### src/rtl/branch_resolve_if.sv
// Branch-prediction handshake between the core pipeline (master) and the
// branch resolution unit (slave): ID push side, RR resolve side, debug outputs.
interface branch_resolve_if #(
  parameter int unsigned W = 16
);
  logic         id_valid;
  logic [3:0]   opcodeID;
  logic [W-1:0] pcID;
  logic [5:0]   imm6ID;
  logic         pred_taken;
  logic         rr_valid;
  logic [3:0]   opcodeIDRR;
  logic [W-1:0] rdata1;
  logic [W-1:0] rdata2;
  logic         flush;
  logic [W-1:0] redirect_pc;
  logic         stall_id;
  logic [3:0]   inflight;
  logic         err_underflow;
  logic         err_overflow;
  logic [15:0]  branch_cnt;
  logic [15:0]  mispredict_cnt;

  modport master (
    output id_valid, opcodeID, pcID, imm6ID, pred_taken,
    output rr_valid, opcodeIDRR, rdata1, rdata2,
    input  flush, redirect_pc, stall_id, inflight,
    input  err_underflow, err_overflow, branch_cnt, mispredict_cnt
  );

  modport slave (
    input  id_valid, opcodeID, pcID, imm6ID, pred_taken,
    input  rr_valid, opcodeIDRR, rdata1, rdata2,
    output flush, redirect_pc, stall_id, inflight,
    output err_underflow, err_overflow, branch_cnt, mispredict_cnt
  );
endinterface

### src/rtl/branch_resolve.sv
// Tracks beq branches predicted in ID in an in-order queue, resolves them in RR
// and issues a registered flush/redirect on misprediction.
module branch_resolve #(
  parameter int unsigned DEPTH        = 4,
  parameter int unsigned FLUSH_CYCLES = 2,
  parameter int unsigned W            = 16,
  parameter logic [3:0]  OP_BEQ       = 4'h8
) (
  input  logic            clk,
  input  logic            rst,
  branch_resolve_if.slave bus
);
  localparam int unsigned PW      = (DEPTH > 1) ? $clog2(DEPTH) : 1;
  localparam logic [3:0]  DEPTH_L = 4'(DEPTH);
  localparam logic [2:0]  FLUSH_L = 3'(FLUSH_CYCLES);
  localparam logic [0:0]  S_IDLE  = 1'b0;
  localparam logic [0:0]  S_FLUSH = 1'b1;

  logic [W-1:0]     pc_q  [DEPTH];
  logic [W-1:0]     tgt_q [DEPTH];
  logic [DEPTH-1:0] pred_q;

  logic [PW-1:0] head_r;
  logic [PW-1:0] tail_r;
  logic [3:0]    occ_r;
  logic [0:0]    state_r;
  logic [2:0]    fcnt_r;
  logic          flush_r;
  logic [W-1:0]  redirect_r;
  logic          err_uf_r;
  logic          err_of_r;
  logic [15:0]   bcnt_r;
  logic [15:0]   mcnt_r;

  logic          push_req_s;
  logic          resolve_s;
  logic          empty_s;
  logic          full_s;
  logic          pop_s;
  logic          actual_s;
  logic          mispredict_s;
  logic          push_s;
  logic          overflow_s;
  logic [W-1:0]  target_s;
  logic [W-1:0]  head_pc_s;
  logic [W-1:0]  head_tgt_s;
  logic          head_pred_s;
  logic [W-1:0]  redirect_s;

  // Per-cycle event decode from the current state and both pipeline stages.
  always_comb begin
    push_req_s   = bus.id_valid && (bus.opcodeID == OP_BEQ) && (state_r == S_IDLE);
    resolve_s    = bus.rr_valid && (bus.opcodeIDRR == OP_BEQ) && (state_r == S_IDLE);
    empty_s      = (occ_r == 4'd0);
    full_s       = (occ_r == DEPTH_L);
    pop_s        = resolve_s && !empty_s;
    head_pc_s    = pc_q[head_r];
    head_tgt_s   = tgt_q[head_r];
    head_pred_s  = pred_q[head_r];
    actual_s     = (bus.rdata1 == bus.rdata2);
    mispredict_s = pop_s && (actual_s != head_pred_s);
    // A mispredict squashes the same-cycle push as wrong-path.
    push_s       = push_req_s && !mispredict_s && (!full_s || pop_s);
    overflow_s   = push_req_s && full_s && !pop_s;
    target_s     = bus.pcID + {{(W-6){bus.imm6ID[5]}}, bus.imm6ID};
    if (actual_s) begin
      redirect_s = head_tgt_s;
    end else begin
      redirect_s = head_pc_s + {{(W-1){1'b0}}, 1'b1};
    end
  end

  // Queue payload; written at the tail, never reset.
  always_ff @(posedge clk) begin
    if (push_s) begin
      pc_q[tail_r]   <= bus.pcID;
      tgt_q[tail_r]  <= target_s;
      pred_q[tail_r] <= bus.pred_taken;
    end
  end

  // Control state, pointers, flags and statistics.
  always_ff @(posedge clk) begin
    if (!rst) begin
      head_r     <= '0;
      tail_r     <= '0;
      occ_r      <= 4'd0;
      state_r    <= S_IDLE;
      fcnt_r     <= 3'd0;
      flush_r    <= 1'b0;
      redirect_r <= '0;
      err_uf_r   <= 1'b0;
      err_of_r   <= 1'b0;
      bcnt_r     <= 16'd0;
      mcnt_r     <= 16'd0;
    end else begin
      flush_r  <= mispredict_s;
      err_uf_r <= err_uf_r | (resolve_s & empty_s);
      err_of_r <= err_of_r | overflow_s;
      if (pop_s && (bcnt_r != 16'hFFFF)) bcnt_r <= bcnt_r + 16'd1;
      if (mispredict_s) begin
        if (mcnt_r != 16'hFFFF) mcnt_r <= mcnt_r + 16'd1;
        redirect_r <= redirect_s;
        head_r     <= '0;
        tail_r     <= '0;
        occ_r      <= 4'd0;
        state_r    <= S_FLUSH;
        fcnt_r     <= FLUSH_L;
      end else begin
        if (pop_s)  head_r <= head_r + PW'(1);
        if (push_s) tail_r <= tail_r + PW'(1);
        occ_r <= occ_r + {3'd0, push_s} - {3'd0, pop_s};
        case (state_r)
          S_IDLE: begin
            fcnt_r <= fcnt_r;
          end
          S_FLUSH: begin
            fcnt_r <= fcnt_r - 3'd1;
            if (fcnt_r == 3'd1) state_r <= S_IDLE;
          end
          default: begin
            state_r <= S_IDLE;
          end
        endcase
      end
    end
  end

  assign bus.flush          = flush_r;
  assign bus.redirect_pc    = redirect_r;
  assign bus.stall_id       = full_s && !resolve_s;
  assign bus.inflight       = occ_r;
  assign bus.err_underflow  = err_uf_r;
  assign bus.err_overflow   = err_of_r;
  assign bus.branch_cnt     = bcnt_r;
  assign bus.mispredict_cnt = mcnt_r;
endmodule
### src/flat_wrapper.sv
// flat-port wrapper written by rule: the top's interface ports become plain ports
module branch_resolve_flat 
#(
  parameter int unsigned DEPTH        = 4,
  parameter int unsigned FLUSH_CYCLES = 2,
  parameter int unsigned W            = 16,
  parameter logic [3:0]  OP_BEQ       = 4'h8
)
  (clk, rst, bus_id_valid, bus_opcodeID, bus_pcID, bus_imm6ID, bus_pred_taken, bus_rr_valid, bus_opcodeIDRR, bus_rdata1, bus_rdata2, bus_flush, bus_redirect_pc, bus_stall_id, bus_inflight, bus_err_underflow, bus_err_overflow, bus_branch_cnt, bus_mispredict_cnt);
  branch_resolve_if #(.W(W)) bus_i ();
  input  logic clk;
  input  logic rst;
  input wire logic [$bits(bus_i.id_valid)-1:0] bus_id_valid;
  input wire logic [$bits(bus_i.opcodeID)-1:0] bus_opcodeID;
  input wire logic [$bits(bus_i.pcID)-1:0] bus_pcID;
  input wire logic [$bits(bus_i.imm6ID)-1:0] bus_imm6ID;
  input wire logic [$bits(bus_i.pred_taken)-1:0] bus_pred_taken;
  input wire logic [$bits(bus_i.rr_valid)-1:0] bus_rr_valid;
  input wire logic [$bits(bus_i.opcodeIDRR)-1:0] bus_opcodeIDRR;
  input wire logic [$bits(bus_i.rdata1)-1:0] bus_rdata1;
  input wire logic [$bits(bus_i.rdata2)-1:0] bus_rdata2;
  output wire logic [$bits(bus_i.flush)-1:0] bus_flush;
  output wire logic [$bits(bus_i.redirect_pc)-1:0] bus_redirect_pc;
  output wire logic [$bits(bus_i.stall_id)-1:0] bus_stall_id;
  output wire logic [$bits(bus_i.inflight)-1:0] bus_inflight;
  output wire logic [$bits(bus_i.err_underflow)-1:0] bus_err_underflow;
  output wire logic [$bits(bus_i.err_overflow)-1:0] bus_err_overflow;
  output wire logic [$bits(bus_i.branch_cnt)-1:0] bus_branch_cnt;
  output wire logic [$bits(bus_i.mispredict_cnt)-1:0] bus_mispredict_cnt;
  assign bus_i.id_valid = bus_id_valid;
  assign bus_i.opcodeID = bus_opcodeID;
  assign bus_i.pcID = bus_pcID;
  assign bus_i.imm6ID = bus_imm6ID;
  assign bus_i.pred_taken = bus_pred_taken;
  assign bus_i.rr_valid = bus_rr_valid;
  assign bus_i.opcodeIDRR = bus_opcodeIDRR;
  assign bus_i.rdata1 = bus_rdata1;
  assign bus_i.rdata2 = bus_rdata2;
  assign bus_flush = bus_i.flush;
  assign bus_redirect_pc = bus_i.redirect_pc;
  assign bus_stall_id = bus_i.stall_id;
  assign bus_inflight = bus_i.inflight;
  assign bus_err_underflow = bus_i.err_underflow;
  assign bus_err_overflow = bus_i.err_overflow;
  assign bus_branch_cnt = bus_i.branch_cnt;
  assign bus_mispredict_cnt = bus_i.mispredict_cnt;
  branch_resolve #(.DEPTH(DEPTH), .FLUSH_CYCLES(FLUSH_CYCLES), .W(W), .OP_BEQ(OP_BEQ)) u_core (.clk(clk), .rst(rst), .bus(bus_i));
endmodule
### config.mk
export PLATFORM = sky130hd
export DESIGN_NAME = branch_resolve_flat
export DESIGN_NICKNAME = d
export VERILOG_FILES = /design/src/rtl/branch_resolve_if.sv /design/src/rtl/branch_resolve.sv /design/src/flat_wrapper.sv
export SDC_FILE = /design/constraint.sdc
export NUM_CORES = 1
export LEC_CHECK = 0
export BUFFER_PORTS_ARGS = -buffer_cell sky130_fd_sc_hd__clkbuf_2
export CAP_MARGIN = 0
export CELL_PAD_IN_SITES_DETAIL_PLACEMENT = 0
export CELL_PAD_IN_SITES_GLOBAL_PLACEMENT = 1
export CORE_UTILIZATION = 45
export CTS_CLUSTER_DIAMETER = 200
export DETAILED_ROUTE_END_ITERATION = 12
export GPL_ROUTABILITY_DRIVEN = 0
export GPL_TIMING_DRIVEN = 0
export PLACE_DENSITY = 0.85
export SLEW_MARGIN = 20
export SYNTH_ARGS = -nofsm -noshare
export SYNTH_HDL_FRONTEND = slang
export SYNTH_SLANG_ARGS = --single-unit
### constraint.sdc
create_clock -name clk -period 4.5 [get_ports clk]
set_input_delay 0.45 -clock clk [delete_from_list [all_inputs] [get_ports clk]]
set_output_delay 0.45 -clock clk [all_outputs]
set_load 0.01 [all_outputs]
==> results of run 1 <==
[synth_stat cells, drive strengths merged (3+ instances only)]
| cell | n | area share, % |
|---|---|---|
| o21bai | 3 | 0.25 |
| o21ai | 33 | 1.9 |
| and2 | 9 | 0.64 |
| inv | 37 | 1.6 |
| xor2 | 18 | 1.9 |
| or3 | 8 | 0.57 |
| mux4 | 33 | 8.4 |
| clkbuf | 10 | 0.42 |
| and3 | 7 | 0.49 |
| dfxtp | 65 | 15 |
| and4 | 4 | 0.40 |
| nor4 | 5 | 0.52 |
| xnor2 | 50 | 4.9 |
| ha | 30 | 4.2 |
| nand4 | 14 | 1.1 |
| buf | 6 | 0.34 |
| nand2b | 5 | 0.35 |
| nand3 | 19 | 1.1 |
| a21o | 7 | 0.59 |
| nand2 | 40 | 1.7 |
| edfxtp | 132 | 45 |
| nor3 | 12 | 0.68 |
| nor2 | 55 | 2.3 |
| a21boi | 3 | 0.25 |
| mux2i | 8 | 0.90 |
| a22oi | 5 | 0.42 |
| or2 | 3 | 0.21 |
| a21oi | 34 | 1.9 |
[power breakdown]
group | switching (µW) | internal [µW] | total (µW)
registers | 2.64 | 1960 | 1960
clock network | 690 | 840 | 1530
logic | 141 | 93.5 | 235
total | 834 | 2900 | 3730
[layout make-up]
class | count | area share, %
multi-input cells | 429 | 32.3
flip-flops and latches | 197 | 50.2
clock inverters | 13 | 1.55
inverters | 37 | 1.32
clock buffers | 19 | 4.13
plain buffers | 16 | 0.645
well taps | 260 | 3.10
repair buffers | 126 | 6.73
[worst reg2reg max path, cell delays in order, from the launching register on]
cell and delay, ns:
dfxtp_1 0.50, clkbuf_1 0.54, clkbuf_1 0.69, clkbuf_1 0.61
mux4_2 0.41, a21oi_1 0.24, o21ai_0 0.10
[per-stage QoR]
| step | instance area (µm²) | utilization [%] | instances |
|---|---|---|---|
| after detailed placement | 9890 | 52.0 | 1065 |
| after global placement | 9790 | 51.5 | 1061 |
| after floorplan | 8850 | - | 679 |
| final | 10500 | 55.1 | 1097 |
| after CTS | 10500 | 55.1 | 1097 |
| after global routing | 10500 | 55.1 | 1097 |
[cells by family (layout without fill, tap and decap cells)]
logic type | after synthesis | count (layout) | share of synthesized area (%)
AOI/OAI and AO/OA | 99 | 99 | 6.59
DFF | 197 | 197 | 59.5
buffers and inverters | 53 | 211 | 2.33
and+or+nand+nor | 189 | 189 | 10.8
muxes | 41 | 41 | 9.30
adders and majority gates | 32 | 32 | 4.69
xor gates and xnor gates | 68 | 68 | 6.81
[sequential cells by signal, summed over array words and instances, names as in the netlist, named ones only]
register	cells
u_core.tail_r	2
u_core.bus.inflight	4
u_core.state_r	1
u_core.bus.branch_cnt	16
u_core.bus.redirect_pc	16
u_core.bus.mispredict_cnt	16
u_core.bus.err_underflow	1
u_core.bus.flush	1
u_core.pc_q	64
u_core.fcnt_r	3
u_core.head_r	2
u_core.tgt_q	64
u_core.bus.err_overflow	1
u_core.pred_q	4
[worst paths after layout]
path / end / slack, ns / cells past startpoint
setup / recovery: u_core.bus.redirect_pc[8] / 1.27 / 6
hold / removal: u_core.pc_q[0][3] / 0.25 / 1
setup reg to reg: u_core.bus.redirect_pc[8] / 1.27 / 6
hold reg to reg: u_core.bus.redirect_pc[11] / 0.44 / 2
[layer usage]
layer | global-route usage, % | vias up
met5 | 0 | -
met4 | 6.45 | 0
met3 | 3.73 | 19
met2 | 33.8 | 150
met1 | 25.2 | 2856
li1 | - | 2803
==> flow_summary.ini, run 1 <==
[setup_path]
end_kind = flip-flop
crit_chain = clkbuf_1, clkbuf_1, clkbuf_1, mux4_2, a21oi_1, o21ai_0
crit_type = reg -> reg
critPathRequiredTime_ns = 4.79
cp_slowest_cell = clkbuf_1
crit_buf_inv = 3
cp-start-kind = flip-flop
cp_top_family = buffers and inverters
crit_arrival_ns = 3.53
crit_top_cell = clkbuf_1
cpPeakStageDelay_ns = 0.69
crit_fanout = 10

[pwr]
total_power_uw = 3730
p_leak_uw = 0.00379
max-vdd-ir-drop_mv = 0.270
power_density_nw_per_um2 = 356

[route]
drt-pass1-iter-count = 4
met1_length_um = 8000
vias = 5828
top_layer = met4
dr_wl_met3_um = 1030
wl_per_cell_um = 17.1
drt_iter0_drc = 308
drt-total-wl_um = 18800
ant_nets = 0
vias_per_cell = 5.31
wl_met2_um = 9520
drc_errors = 0

[clock_network]
cts-hold-fix-buffers = 0
cts_tree = done
cts_buffer_depth = 2
post_cts_buffers = 0
cts_buffers = 17
clock-sinks = 197
cts.reportedPaths.clkPinSlew_ns = 0.07
root_buffer = clkbuf_16
htree_num_levels = 4
clk_latency_ns = 0.43
cts_resized = 0

[cells_and_area]
final_cell_mix = 132 x edfxtp_1, 122 x clkbuf_2, 65 x dfxtp_1
drive_above_1_share_pct = 24.7
area_delta_synth_final_pct = 18.4
seq_area_um2 = 5270
multi_input_area_um2 = 3380
fillers = 1596
antennaDiodeCount = 0
final_common_cell = edfxtp_1
final_nets = 923

[global_routing]
grt_first_pass_wirelength_um = 30000
track_usage_pct = 19.7
antenna_found_initial = 0
grt_max_degree = 25
grt-ovfl-total = 0
grt_pass1_vias = 5692

[worst_hold_path]
holdCritStartpoint = bus_pcID[3]
min_path_type = in -> reg

[timing]
setup_viol_count_final = 0
drv_slew = 0
max_slew_margin_pct = 45.0
max_freq_mhz = 309
worst_pin_slew_ns = 0.825
layout_min_cycle_time_ns = 3.23
finalSetupTns_ns = 0
report.final.hold_viol_count = 0
fin_ws_ns = 1.27
hold_ws_ns = 0.252
rsz0062_at_grt = false
fin_skew_ns = 0.0115
fin_crit_sh_pct = 71.8

[placed_design]
place_ws_ns = 1.22
dp_hpwl_um = 13600
port_buffers = 122

[synth]
synthCells = 679
postSynthAreaPerCell_um2 = 13.0
synth-async-reset-ratio_pct = 0
ys_types = 53
synth-edff-count = 132
synth_flop_cell = edfxtp_1
yosysSeqAreaShare_pct = 59.5
syn-num-nets = 778
syn-cell-area_um2 = 8850
ys_ff_latch = 197
yosysWarnings = 0

[status]
status = finished, final reports clean

[floorplanning]
die_height_um = 142
initial_core_util_pct = 46.5
ios = 123
die_x_um = 142
die_area_um2 = 20200
fp-row-count = 50
core_area_um2 = 19000

[flow_run]
cap_violations = 0
Note: power is estimated with default switching activity, not from simulation.
==> inputs of run 2 (changes only) <==
- ABC_AREA: default -> 1
- CORE_UTILIZATION: 45 -> 40
- PLACE_DENSITY: 0.85 -> 0.84
- clock period: 4.5 -> 2.9 ns (I/O delays scaled with it)
==> flow_summary.ini, run 2 <==
[synth]
synth_top_cell_by_area = edfxtp_1
synth_fa_ha_area_share_pct = 4.24
synthMostInstantiatedCell = nand2_1
yosys.area_share.simple_pct = 23.9
ys_ff_latch = 197
ys_top_cells_by_area = edfxtp_1 40%, dfxtp_1 13%, nand2_1 12%, nor2_1 4.4%, ha_1 3.8%
synthCells = 1088
synth_top_family_by_area = simple AND/OR/NAND/NOR gates
synth_compound_area_share_pct = 7.39
synth_top_area_share_pct = 40.5
yosysWarnings = 0
yosysSeqAreaShare_pct = 53.8
ys_types = 45
muxShareOfSynthArea_pct = 0
synth-async-reset-ratio_pct = 0
syn-num-nets = 1187
postSynthAreaPerCell_um2 = 9.00
yosys.area_share.xor_xnor_pct = 4.47
synth-edff-count = 132
synth_flop_cell = edfxtp_1
synth_commonest_cells = 304 x nand2_1, 132 x edfxtp_1, 114 x nor2_1
syn-cell-area_um2 = 9790

[setup_path]
crit_start = u_core.state_r
cp-start-kind = flip-flop
critPathRequiredTime_ns = 3.24
reg2reg_depth = 12
r2r-end = u_core.bus.inflight[2]
crit_arrival_ns = 3.00
crit_type = reg -> reg
crit_fanout = 7
cp-endpoint = u_core.bus.inflight[2]
end_kind = flip-flop
regToRegSetupSlack_ns = 0.24
r2r-start = u_core.state_r

[timing]
report.final.hold_viol_count = 0
fin_skew_ns = 0.0106
fin_crit_sh_pct = 91.8
fin_ws_ns = 0.239
max_slew_margin_pct = 57.0
setup_viol_count_final = 0
finalSetupTns_ns = 0
drv_slew = 0
rsz0062_at_grt = false
worst_pin_slew_ns = 0.645
layout_min_cycle_time_ns = 2.66
max_freq_mhz = 376

[cells_and_area]
finalNonFillerCells = 1570
fillers = 2217
reg_top3 = u_core.pc_q (64), u_core.tgt_q (64)
drive_above_1_share_pct = 17.8
final_common_cell = nand2_1
final_cell_mix = 304 x nand2_1, 132 x edfxtp_1, 122 x clkbuf_2
final_nets = 1337
multi_input_area_um2 = 3950
seq_area_um2 = 5270
area_delta_synth_final_pct = 18.2
antennaDiodeCount = 0
fin_area_um2 = 11600

[route]
vias = 7720
drt_iter0_drc = 518
drc_errors = 0
wl_per_cell_um = 15.0
ant_nets = 0
drt-total-wl_um = 23600
drt-pass1-iter-count = 5
vias_per_cell = 4.92

[worst_hold_path]
min_path_type = in -> reg

[pwr]
max-vdd-ir-drop_mv = 0.283
p_leak_uw = 0.00477
total_power_uw = 5790
power_density_nw_per_um2 = 500

[flow_run]
cap_violations = 0

[clock_network]
clock-sinks = 197
cts_resized = 0
cts_buffer_depth = 2
clk_latency_ns = 0.44
cts.reportedPaths.clkPinSlew_ns = 0.07
cts_tree = done
cts_buffers = 17
root_buffer = clkbuf_16
htree_num_levels = 4

[global_routing]
grt_max_degree = 23
grt_first_pass_wirelength_um = 37100
antenna_found_initial = 0
grt-ovfl-total = 0
grt_pass1_vias = 7237
track_usage_pct = 19.6

[floorplanning]
fp-row-count = 56
die_x_um = 158
initial_core_util_pct = 41.2
die_area_um2 = 25100
core_area_um2 = 23800
die_height_um = 158
ios = 123

[placed_design]
post_dp_cell_area_um2 = 11000
dp_hpwl_um = 17300
port_buffers = 122
placed_cells = 1534
place_ws_ns = -0.0475

[status]
status = finished, final reports clean
==> run 2: cell count changes in the layout (fill, tap and decap cells not counted), moves of 18 or more <==
cell     before  now
inv_1        36   93
nor2_1       55  110
xnor2_1      50   17
o21ai_0      33   54
mux4_2       33    0
a21oi_1      34   52
nand3_1      18   58
nand2_1      40  304
==> run 2: how the worst min path moves through the flow <==
stage	from	endpoint	slack, ns	cells after the start
after floorplan	bus_pcID[0]	u_core.pc_q[0][0]	0.39	0
after global placement	u_core.bus.redirect_pc[3]	u_core.bus.redirect_pc[3]	0.43	2
after detailed placement	u_core.bus.redirect_pc[2]	u_core.bus.redirect_pc[2]	0.44	2
after CTS	bus_pred_taken	u_core.pred_q[2]	0.06	1
after global routing	bus_pred_taken	u_core.pred_q[1]	0.06	1
final	bus_pred_taken	u_core.pred_q[1]	0.07	1
==> run 2: power by group <==
group	switching (µW)	internal, µW
registers	3.82	3050
logic	251	136
clock network	1130	1220
==> run 2: repair_timing <==
item                       4_1_cts  5_1_grt
pin swaps                        1        1
setup endpoints to repair       17       60
hold buffers                     0        0
setup buffers                    3        1
==> run 2: through the flow <==
step           hold slack, ns  utilization, %
2_1_floorplan           0.389               -
3_3_place_gp            0.431            45.5
3_5_place_dp            0.438            46.1
4_1_cts                0.0618            48.7
5_1_grt                0.0623            48.7
6_report               0.0683            48.7
==> run 2: cells by family after synthesis <==
group | count (synthesis)
AOI/OAI and AO/OA | 134
xor gates and xnor gates | 50
adders and majority gates | 32
buffers and inverters | 133
DFF | 197
and+or+nand+nor | 542
==> run 2: cell type report <==
type / instances / share of cell area (%)
sequential: 197 / 45.5
multi-input combinational: 758 / 34.1
timing repair buffer: 131 / 6.60
clock buffer: 17 / 3.68
tap: 319 / 3.45
inverter: 99 / 3.28
buffer: 34 / 1.97
clock inverter: 15 / 1.38
==> run 2: per-layer routing <==
| layer | vias up | wire length, µm | global-route usage, % |
|---|---|---|---|
| li1 | 3919 | - | - |
| met1 | 3540 | 10800 | 25.7 |
| met2 | 230 | 10900 | 32.0 |
| met3 | 31 | 1300 | 3.46 |
| met4 | 0 | 582 | 7.83 |
| met5 | - | 0 | 0 |
==> run 2: critical path, cell delays in order (launching register included) <==
cell and delay, ns:
dfxtp_1 0.37, nor2_1 0.12, inv_1 0.04, nor4_1 0.35, o21ai_0 0.30, inv_1 0.15
nand2_1 0.26, inv_1 0.15, ha_1 0.18, inv_1 0.06, fa_1 0.38, xor2_1 0.14
nor2_1 0.06
